===== src/rtl/mantissa_seq_p.sv =====
`default_nettype none
// ============================================================================
// Module   : mantissa_seq_p
// Purpose  : Multi-cycle mantissa aligner/adder/normaliser with word-serial
//            result output (most significant word first).
// Revision : 1.0 - initial release
// ============================================================================
module mantissa_seq_p #(
  parameter int MW = 64,
  parameter int OW = 32,
  parameter int AW = 8,
  parameter int EW = 8
) (
  input  logic                    clk,
  input  logic                    reset,
  input  logic                    req_valid,
  output logic                    req_ready,
  input  logic [MW-1:0]           ma,
  input  logic [MW-1:0]           mb,
  input  logic [EW-1:0]           exp_diff,
  input  logic                    a_small,
  input  logic                    eff_sub,
  output logic                    res_valid,
  input  logic                    res_ready,
  output logic [OW-1:0]           res_word,
  output logic                    res_last,
  output logic [$clog2(MW)+1:0]   exp_adj,
  output logic                    manzero,
  output logic                    res_swap
);

  localparam int          XW   = $clog2(MW) + 2;
  localparam int          NW   = MW / OW;
  localparam int          IW   = (NW > 1) ? $clog2(NW) : 1;
  localparam logic [31:0] C_MW = 32'(MW);
  localparam logic [31:0] C_AW = 32'(AW);
  localparam logic [IW-1:0] C_LAST = IW'(NW - 1);
  localparam logic [XW-1:0] C_ONE  = {{(XW-1){1'b0}}, 1'b1};

  typedef enum logic [2:0] {
    S_IDLE  = 3'd0,
    S_ALIGN = 3'd1,
    S_ADD   = 3'd2,
    S_NORM  = 3'd3,
    S_OUT   = 3'd4
  } state_t;

  state_t          state_q, state_d;
  logic [MW-1:0]   big_q, big_d;
  logic [MW-1:0]   small_q, small_d;
  logic [EW-1:0]   rem_q, rem_d;
  logic            sticky_q, sticky_d;
  logic            eff_sub_q, eff_sub_d;
  logic            swap_q, swap_d;
  logic [MW:0]     sum_q, sum_d;
  logic [XW-1:0]   exp_adj_q, exp_adj_d;
  logic            manzero_q, manzero_d;
  logic [IW-1:0]   word_idx_q, word_idx_d;

  logic [31:0]     rem_ext;
  logic [31:0]     shamt;

  assign rem_ext = 32'(rem_q);
  assign shamt   = (rem_ext < C_AW) ? rem_ext : C_AW;

  always_ff @(posedge clk) begin
    if (reset) begin
      state_q    <= S_IDLE;
      big_q      <= '0;
      small_q    <= '0;
      rem_q      <= '0;
      sticky_q   <= 1'b0;
      eff_sub_q  <= 1'b0;
      swap_q     <= 1'b0;
      sum_q      <= '0;
      exp_adj_q  <= '0;
      manzero_q  <= 1'b0;
      word_idx_q <= '0;
    end else begin
      state_q    <= state_d;
      big_q      <= big_d;
      small_q    <= small_d;
      rem_q      <= rem_d;
      sticky_q   <= sticky_d;
      eff_sub_q  <= eff_sub_d;
      swap_q     <= swap_d;
      sum_q      <= sum_d;
      exp_adj_q  <= exp_adj_d;
      manzero_q  <= manzero_d;
      word_idx_q <= word_idx_d;
    end
  end

  always_comb begin
    state_d    = state_q;
    big_d      = big_q;
    small_d    = small_q;
    rem_d      = rem_q;
    sticky_d   = sticky_q;
    eff_sub_d  = eff_sub_q;
    swap_d     = swap_q;
    sum_d      = sum_q;
    exp_adj_d  = exp_adj_q;
    manzero_d  = manzero_q;
    word_idx_d = word_idx_q;
    case (state_q)
      S_IDLE: begin
        if (req_valid) begin
          big_d      = a_small ? mb : ma;
          small_d    = a_small ? ma : mb;
          rem_d      = exp_diff;
          sticky_d   = 1'b0;
          eff_sub_d  = eff_sub;
          swap_d     = a_small;
          exp_adj_d  = '0;
          manzero_d  = 1'b0;
          word_idx_d = '0;
          state_d    = S_ALIGN;
        end
      end
      S_ALIGN: begin
        if (rem_ext >= C_MW) begin
          sticky_d = sticky_q | (|small_q);
          small_d  = '0;
          rem_d    = '0;
        end else begin
          sticky_d = sticky_q | (|(small_q & ~({MW{1'b1}} << shamt)));
          small_d  = small_q >> shamt;
          rem_d    = rem_q - EW'(shamt);
        end
        // Jam the accumulated sticky into the LSB on the final align cycle
        if (rem_d == '0) begin
          small_d[0] = small_d[0] | sticky_d;
          state_d    = S_ADD;
        end
      end
      S_ADD: begin
        sum_d   = eff_sub_q ? ({1'b0, big_q} - {1'b0, small_q})
                            : ({1'b0, big_q} + {1'b0, small_q});
        state_d = S_NORM;
      end
      S_NORM: begin
        if (sum_q[MW]) begin
          sum_d     = {1'b0, sum_q[MW:1]};
          sum_d[0]  = sum_q[1] | sum_q[0];
          exp_adj_d = C_ONE;
          state_d   = S_OUT;
        end else if (sum_q == '0) begin
          manzero_d = 1'b1;
          exp_adj_d = '0;
          state_d   = S_OUT;
        end else if (sum_q[MW-1]) begin
          state_d   = S_OUT;
        end else begin
          sum_d     = sum_q << 1;
          exp_adj_d = exp_adj_q - C_ONE;
        end
      end
      S_OUT: begin
        if (res_ready) begin
          if (word_idx_q == C_LAST) state_d = S_IDLE;
          else                      word_idx_d = word_idx_q + 1'b1;
        end
      end
      default: state_d = S_IDLE;
    endcase
  end

  always_comb begin
    res_word = '0;
    for (int i = 0; i < NW; i++) begin
      if (state_q == S_OUT && word_idx_q == IW'(i)) res_word = sum_q[MW-1-i*OW -: OW];
    end
  end

  assign req_ready = (state_q == S_IDLE);
  assign res_valid = (state_q == S_OUT);
  assign res_last  = (state_q == S_OUT) && (word_idx_q == C_LAST);
  assign exp_adj   = exp_adj_q;
  assign manzero   = manzero_q;
  assign res_swap  = swap_q;

endmodule
`default_nettype wire


===== config.mk =====
export PLATFORM = sky130hd
export DESIGN_NAME = mantissa_seq_p
export DESIGN_NICKNAME = d
export VERILOG_FILES = /design/src/rtl/mantissa_seq_p.sv
export SDC_FILE = /design/constraint.sdc
export NUM_CORES = 1
export LEC_CHECK = 0
export BUFFER_PORTS_ARGS = -buffer_cell sky130_fd_sc_hd__buf_2
export CORE_ASPECT_RATIO = 1.75
export CORE_UTILIZATION = 35
export DETAILED_ROUTE_END_ITERATION = 10
export PLACE_DENSITY = 0.54
export SLEW_MARGIN = 5
export SYNTH_ARGS = -nofsm -noshare
export SYNTH_HDL_FRONTEND = slang
export SYNTH_SLANG_ARGS = --single-unit

===== constraint.sdc =====
create_clock -name clk -period 5.3 [get_ports clk]
set_input_delay 1.59 -clock clk [delete_from_list [all_inputs] [get_ports clk]]
set_output_delay 1.59 -clock clk [all_outputs]
set_load 0.02 [all_outputs]

After elaboration in Yosys (flattened, before gate mapping)
Index checks and enable logic that the tools add are counted.
{"block": "classes", "n_eq_ne": 14, "bitwise_logic": 7, "order_cmp": 2, "shift": 2, "mux": 42, "n_reduce_logical": 19, "addsub": 5}
{"cell": "2-to-1 mux 64 bit", "count": 8}
{"cell": "one-hot mux 65 bit (2 select lines)", "count": 1}
{"cell": "one-hot mux 64 bit (2 select lines)", "count": 1}
{"cell": "OR reduction 64 bit", "count": 2}
{"cell": "adder 64 x 64 -> 65 bit", "count": 1}
{"cell": "zero test 65 bit", "count": 1}
{"cell": "2-to-1 mux 65 bit", "count": 1}
{"cell": "subtractor 64 x 64 -> 65 bit", "count": 1}
{"cell": "bitwise AND 64 bit", "count": 1}
{"cell": "2-to-1 mux 32 bit", "count": 2}
{"cell": "2-to-1 mux 8 bit", "count": 8}
{"cell": "inverter 64 bit", "count": 1}
{"cell": "<< shifter 64 x 8 -> 64 bit (first input constant)", "count": 1}
{"cell": ">> shifter 64 x 8 -> 64 bit", "count": 1}
{"cell": "one-hot mux 8 bit (2 select lines)", "count": 2}
{"cell": "2-to-1 mux 3 bit", "count": 7}
{"cell": "one-hot mux 3 bit (5 select lines)", "count": 1}
{"cell": "AND reduction 3 bit", "count": 3}
{"cell": ">= comparator 8 x 7 -> 1 bit (second input constant)", "count": 1}
{"cell": "zero test 8 bit", "count": 1}
{"cell": "< comparator 8 x 4 -> 1 bit (second input constant)", "count": 1}
{"cell": "2-to-1 mux 1 bit", "count": 8}
{"cell": "inequality test 2 bit (second input constant)", "count": 4}
{"cell": "inequality test 4 bit (second input constant)", "count": 2}
{"cell": "17 further kinds", "count": 31}
{"block": "totals", "out_inout_bits": 45, "inputBits": 142, "register_bits": 217, "elab_cells": 104}

Depth between registers and ports, before layout
Gate-level depths: netlist of the first run.
{"block": "depth", "ltp_word": 12, "depth_mapped": 23, "mapped_depth_nobuf": 21}

Worst setup path before layout of the first run
Ideal clock, no wire load.
{"block": "synth_path", "path_kind": "reg2reg", "from": "register small_q[17]", "to": "register sum_q[57]", "period_less_slack_ns": 4.554, "path_slack_ns": 0.746, "required_time_ns": 5.170, "setup_time_ns": 0.130, "path_stages_with_launch": 22, "arrival_time_ns": 4.424, "n_path_buf": 2, "path_cell_list": "dfxtp_1 > buf_2 > or4_1 > nor3_1 > nand2_1 > nor3_2 > nand2_1 > nor2_1 > a21oi_1 > xnor2_1 > ha_1 > bufbuf_16 > a21o_1 > a21o_1 > a21o_1 > a21o_1 > a221oi_1 > nand2_1 > a31oi_1 > o21bai_1 > xnor2_1 > o22ai_1"}
{"block": "synth_between", "elab_chain_cells": 3}
{"item": "start, declared", "line_no": "50", "rtl": "logic [MW-1:0] small_q, small_d;"}
{"item": "start signal, assigned", "line_no": "82", "rtl": "small_q <= small_d;"}
{"item": "adder 64 x 64 -> 65 bit / subtractor 64 x 64 -> 65 bit (equally long branches)", "line_no": "139, 138"}
{"item": "2-to-1 mux 65 bit (*)", "line_no": "138", "rtl": "sum_d = eff_sub_q ? ({1'b0, big_q} - {1'b0, small_q})"}
{"item": "one-hot mux 65 bit (2 select lines) (*)", "line_no": "106", "rtl": "case (state_q)"}
{"item": "end signal, assigned", "line_no": "87", "rtl": "sum_q <= sum_d;"}
{"item": "end, declared", "line_no": "55", "rtl": "logic [MW:0] sum_q, sum_d;"}
Every way passes the cells marked *; elsewhere a longest branch is shown, timed or not.
A chain may end at the register's enable or synchronous reset.

Final worst setup path of the first run
{"block": "layout_path", "from": "register small_q[6]", "to": "register sum_q[37]"}
Same word-level chain as after synthesis.

==> flow_metrics.py, run 1 <==
metrics = {
    "timing": {
        "slew_headroom": 0.1653,
        "timing.fmax_mhz": 197.7,
        "period_needed_ns": 5.058,
        "slew_viol_final": 0,
        "fin_tns_setup_ns": 0,
        "period_share": 0.9544,
        "final_hold_viol_count": 0,
        "setup_violations": 0,
        "skew_ns": 0.03359,
        "tightest_slew_ns": 1.220,
    },
    "setup_path": {
        "crit_fanout": 7,
        "cpMostUsedCell": "a21oi_1",
        "cp_slowest_stage_delay_ns": 0.57,
        "critical_path.cell_chain": "or4_4 > nor3_1 > and2_1 > nor2_1 > xnor2_1 > ha_1 > and3_1 > nand2_1 > a211oi_1 > o211ai_1 > a21oi_1 > a41oi_1 > buf_4 > o21bai_1 > xor2_1 > a222oi_1 > a21oi_1",
        "critical_path_required_ns": 5.76,
        "worstPathArrival_ns": 5.52,
        "slowest_stage": "or4_4",
        "critPathLaunchType": "register",
        "path_class": "reg -> reg",
        "worst_setup_path_end_kind": "register",
    },
    "yosys": {
        "netlist_instances": 2558,
        "yosysUniqueCellTypes": 83,
        "ys_ff_latch": 217,
        "syn_nets": 2769,
        "synth_async_sr_flop_share": 0,
        "netlist_area_um2": 19130,
        "synth_ff_type": "dfxtp_1",
        "syn_avg_cell_area_um2": 7.479,
        "synth-edff-count": 0,
        "ys_warn_count": 0,
        "ys_seq_area_frac": 0.2271,
    },
    "clock_tree": {
        "cts_tree": "done",
        "insertion_delay_ns": 0.58,
        "cts_buffers": 24,
        "numClockSinks": 217,
        "cts_root_buf": "clkbuf_16",
        "htree_num_levels": 1,
        "cts.path.max_buffers": 3,
        "clk_pin_slew_ns": 0.07,
    },
    "power": {
        "p_leak_nw": 9.221,
        "seq_power_share": 0.213,
        "p_int_w": 0.007249,
        "p_switching_w": 0.008335,
        "powerDensity_nw_per_um2": 724.8,
        "vdd_drop_max_mv": 0.3133,
        "combPwrFrac": 0.671,
        "clockPowerShare": 0.116,
        "swShare": 0.5348,
    },
    "routing": {
        "drt_iter0_drc": 1805,
        "drcViolationCount": 0,
        "vias": 20200,
        "ant_nets": 0,
        "avgRoutedWirePerCell_um": 23.07,
        "firstDrtPassIters": 8,
        "viasPerCell": 6.050,
        "wl_mm": 77.02,
    },
    "worst_hold_path": {
        "hold_path.class": "reg -> reg",
    },
    "global_routing": {
        "grt_pass1_vias": 19340,
        "grt_usage": 0.2700,
        "grt-ovfl-total": 0,
        "antenna_found_initial": 0,
        "grt_pass1_wl_mm": 116.1,
        "grt_max_degree": 116,
    },
    "floorplanning": {
        "initial_utilization": 0.3533,
        "std_cell_rows": 113,
        "die_w_um": 178.7,
        "dieArea_um2": 55640,
        "io_pins": 187,
        "core_area_um2": 54150,
        "die_h_um": 311.3,
    },
    "layout": {
        "layout-drive-gt1-share": 0.1427,
        "final_core_util": 0.3971,
        "final_cell_mix": "305 x nor2_1, 298 x a21oi_1, 276 x mux2i_1",
        "final_nets": 2842,
        "synthToLayoutAreaGrowth_pct": 12.39,
        "diodes": 0,
        "final_common_cell": "nor2_1",
    },
    "placement": {
        "io_buffers": 186,
        "place.gp.congestion": 0.9427,
        "hpwl_mm": 58.54,
    },
    "run": {
        "drv_cap": 0,
    },
    "run_status": {
        "outcome": "completed",
    },
}
power by group through the flow:
stage | registers (W) | logic [W] | clock network, W
after floorplan | 0.00272 | 0.00772 | 0
after global placement | 0.00329 | 0.0102 | 0
after detailed placement | 0.00330 | 0.0102 | 0
after CTS | 0.00327 | 0.0103 | 0.00183
after global routing | 0.00336 | 0.0114 | 0.00188
final | 0.00332 | 0.0105 | 0.00181
Yosys cell counts, types with 8 or more instances:
master	number	area, um2
nor2_1	307	1152
xnor2_1	98	858.3
a2111oi_0	9	78.83
clkbuf_1	163	611.8
nand2b_1	10	62.56
a311oi_1	11	96.34
ha_1	68	850.8
mux2_2	18	202.7
nand3_1	26	130.1
dfxtp_1	217	4344
nor4_1	29	181.4
a21oi_1	298	1491
o31ai_1	8	60.06
a221oi_1	19	166.4
and2_1	10	62.56
o21ai_0	116	580.6
buf_2	18	90.09
nand4_1	21	131.4
xor2_1	23	201.4
nand2_1	214	803.3
a222oi_1	28	280.3
a211oi_1	120	900.9
a21o_1	38	285.3
inv_1	41	153.9
a31oi_1	24	150.1
nor3_1	101	505.5
o21a_1	14	105.1
o21bai_1	18	135.1
o211ai_1	41	307.8
buf_1	31	116.4
mux2i_1	276	2763
and3_1	27	168.9
critical path, delay by kind of cell (launching register included):
family          cells  cell delay (ns)
flops               1             0.39
simple gates        6             1.57
xor+xnor            2             0.30
buf+inv             1             0.26
fa+ha+maj           1             0.39
compound gates      7             2.03
path summary, 6_finish.rpt:
check	end	slack [ns]	from	cells past startpoint
worst max register to register	sum_q[37]	0.24	small_q[6]	17
worst min register to register	res_swap	0.46	res_swap	2
worst max-delay path	sum_q[37]	0.24	small_q[6]	17
worst min-delay path	res_swap	0.46	res_swap	2
what timing repair did:
action / 4_1_cts / 5_1_grt
setup buffers: 0 / 0
endpoints found under the setup margin: 0 / 10
resized for setup: 0 / 7
hold buffers: 0 / 0
sequential cells by signal, indices dropped and copies added, names as in the netlist:
register and count:
big_q 64, rem_q 8, manzero 1, small_q 64, word_idx_q 1, state_q 3, eff_sub_q 1, res_swap 1
sum_q 65, sticky_q 1, exp_adj 8
cell families after synthesis:
logic type | after synthesis | synth area share
multiplexers | 294 | 0.1550
flip-flops | 217 | 0.2271
XOR/XNOR | 121 | 0.05539
AND/OR/NAND/NOR | 789 | 0.1864
adder cells (fa/ha/maj) | 69 | 0.04552
other | 2 | 0.0003925
buffers and inverters | 267 | 0.06161
AO/OA/AOI/OAI | 799 | 0.2686
metrics by stage:
step	instances	power [W]	hold WS (ns)	worst slack [ns]	instance area, um2
3_3_place_gp	3295	0.01352	0.4411	0.2590	20660
6_report	3338	0.01558	0.4591	0.2418	21500
4_1_cts	3338	0.01540	0.4658	0.1455	21470
2_1_floorplan	2558	0.01044	0.4495	0.7457	19130
5_1_grt	3338	0.01664	0.4831	-0.005426	21500
3_5_place_dp	3295	0.01354	0.4568	0.1851	20660
cell type report:
type                            count  area [um2]
Inverter                           41       153.9
Multi-Input combinational cell   2074       13700
Timing Repair Buffer              273        1622
Tap cell                          690       863.3
Fill cell                        5702       32650
Clock inverter                      8       80.08
Clock buffer                       35       733.2
Sequential cell                   217        4348
layer usage:
metal  vias to the layer above  share of wire  global-route usage
li1                       9582              -                   -
met1                      9679           0.40              0.3216
met2                       757           0.50              0.4816
met3                       177          0.052             0.02501
met4                         0          0.047              0.1200
met5                         -              0                   0
Power figures use the tool's default switching activity.
==> run 2, diff against run 1 <==
BUFFER_PORTS_ARGS = -buffer_cell sky130_fd_sc_hd__clkbuf_2   (was -buffer_cell sky130_fd_sc_hd__buf_2)
==> flow_metrics.py, run 2 (synthesized netlist as in run 1, its figures left out) <==
metrics = {
    "clock_tree": {
        "cts.path.max_buffers": 3,
        "postCtsHoldBufs": 0,
        "clk_pin_slew_ns": 0.06,
        "cts_buffers": 25,
        "numClockSinks": 217,
        "cts_tree": "done",
        "cts_root_buf": "clkbuf_16",
        "htree_num_levels": 1,
        "insertion_delay_ns": 0.57,
    },
    "global_routing": {
        "antenna_found_initial": 0,
        "grt_usage": 0.2761,
        "use_met1": 0.3222,
        "grt-ovfl-total": 0,
        "grt_max_degree": 98,
        "grt.met3_usage": 0.02306,
        "grt_busiest_layer": "met2",
        "grt_pass1_vias": 19490,
        "grt_use_met2": 0.4895,
        "grt_pass1_wl_mm": 117.6,
    },
    "timing": {
        "fin_tns_setup_ns": 0,
        "rsz0062_at_grt": "no",
        "setup_slack_ns": 0.3420,
        "period_share": 0.9355,
        "slew_headroom": 0.2474,
        "skew_ns": 0.02124,
        "period_needed_ns": 4.958,
        "tightest_slew_ns": 1.128,
        "final_hold_viol_count": 0,
        "timing.fmax_mhz": 201.7,
        "setup_violations": 0,
        "slew_viol_final": 0,
    },
    "floorplanning": {
        "die_w_um": 178.7,
        "initial_utilization": 0.3533,
        "std_cell_rows": 113,
        "io_pins": 187,
        "dieArea_um2": 55640,
        "die_h_um": 311.3,
        "core_area_um2": 54150,
    },
    "routing": {
        "wl_mm": 78.54,
        "firstDrtPassIters": 8,
        "avgRoutedWirePerCell_um": 23.61,
        "drcViolationCount": 0,
        "ant_nets": 0,
        "viasPerCell": 6.019,
        "vias": 20030,
        "drt_iter0_drc": 1715,
    },
    "setup_path": {
        "cp_slowest_stage_delay_ns": 0.64,
        "crit_fanout": 8,
        "slowest_stage": "or4_1",
        "critical_path.cell_chain": "or4_1 > nor4_4 > nand2_1 > nor3_2 > buf_4 > nor2_1 > xnor2_1 > ha_1 > nand4_1 > nor4_2 > a31oi_1 > o21ai_0 > a211oi_2 > o311ai_0 > xor2_1 > a222oi_1 > a21oi_1",
        "worstPathArrival_ns": 5.40,
        "worst_setup_path_end_kind": "register",
        "path_class": "reg -> reg",
        "r2r_slack_ns": 0.34,
        "critPathLaunchType": "register",
        "critical_path_required_ns": 5.74,
    },
    "power": {
        "vdd_drop_max_mv": 0.3833,
        "p_leak_nw": 9.184,
        "power_w": 0.01567,
        "powerDensity_nw_per_um2": 730.0,
    },
    "placement": {
        "io_buffers": 186,
        "dpl_worst_slack_ns": 0.1234,
        "place.gp.congestion": 0.9515,
        "hpwl_mm": 60.27,
    },
    "run_status": {
        "outcome": "completed",
    },
    "layout": {
        "nFillCells": 5706,
        "final_cell_mix": "304 x nor2_1, 297 x a21oi_1, 276 x mux2i_1",
        "diodes": 0,
        "largestRegisters": "sum_q: 65 flops, big_q: 64 flops, small_q: 64 flops",
        "largest_reg_flops": 65,
        "final_common_cell": "nor2_1",
        "synthToLayoutAreaGrowth_pct": 12.22,
        "top_register": "sum_q",
        "final_nets": 2831,
        "layout-drive-gt1-share": 0.1388,
    },
    "run": {
        "drv_cap": 0,
    },
    "worst_hold_path": {
        "hold_path.class": "reg -> reg",
    },
}
==> run 2: cell type report <==
type / count / area, um2 / share of cell area
well taps: 690 / 863.3 / 0.04021
clock inverters: 11 / 165.2 / 0.007692
inverters: 41 / 153.9 / 0.007168
repair buffers: 261 / 1544 / 0.07191
flip-flops and latches: 217 / 4348 / 0.2025
multi-input cells: 2074 / 13700 / 0.6381
clock buffers: 33 / 695.7 / 0.03240
==> run 2: critical path, delay by kind of cell (launching register included) <==
family / cells / cell delay [ns]
and+or+nand+nor: 7 / 2.10
AOI/OAI and AO/OA: 6 / 1.40
adders and majority gates: 1 / 0.46
DFF: 1 / 0.38
xor gates and xnor gates: 2 / 0.31
buffers and inverters: 1 / 0.20
==> run 2: power breakdown <==
group	switching (W)	total [W]	internal, W
registers	0.00113	0.00336	0.00223
clock network	0.000775	0.00189	0.00112
logic	0.00647	0.0104	0.00395
total	0.00838	0.0157	0.00730
==> run 2: per-layer routing <==
| layer | part of all wire | vias to the layer above | wire length, um |
|---|---|---|---|
| met1 | 0.40 | 9490 | 31440 |
| li1 | - | 9566 | - |
| met5 | 0 | - | 0 |
| met4 | 0.057 | 0 | 4496 |
| met2 | 0.50 | 762 | 38990 |
| met3 | 0.046 | 208 | 3615 |
==> run 2: path summary, 6_finish.rpt <==
path,start,end,cells past startpoint
min reg2reg,res_swap,res_swap,2
max,small_q[11],sum_q[48],17
max reg2reg,small_q[11],sum_q[48],17
min,res_swap,res_swap,2
==> run 2: timing repair <==
item | 4_1_cts | 5_1_grt
setup endpoints to repair | 0 | 15
buffers inserted | 0 | 1
gates resized for setup | 0 | 6
==> run 2: through the flow <==
| step | instances | utilization | cell area, um2 | hold slack, ns |
|---|---|---|---|---|
| final | 3327 | 0.3965 | 21470 | 0.4703 |
| after global routing | 3327 | 0.3965 | 21470 | 0.5077 |
| after CTS | 3326 | 0.3959 | 21440 | 0.4816 |
| after detailed placement | 3282 | 0.3800 | 20580 | 0.4741 |
| after global placement | 3282 | 0.3800 | 20580 | 0.4481 |
| after floorplan | 2558 | - | 19130 | 0.4495 |
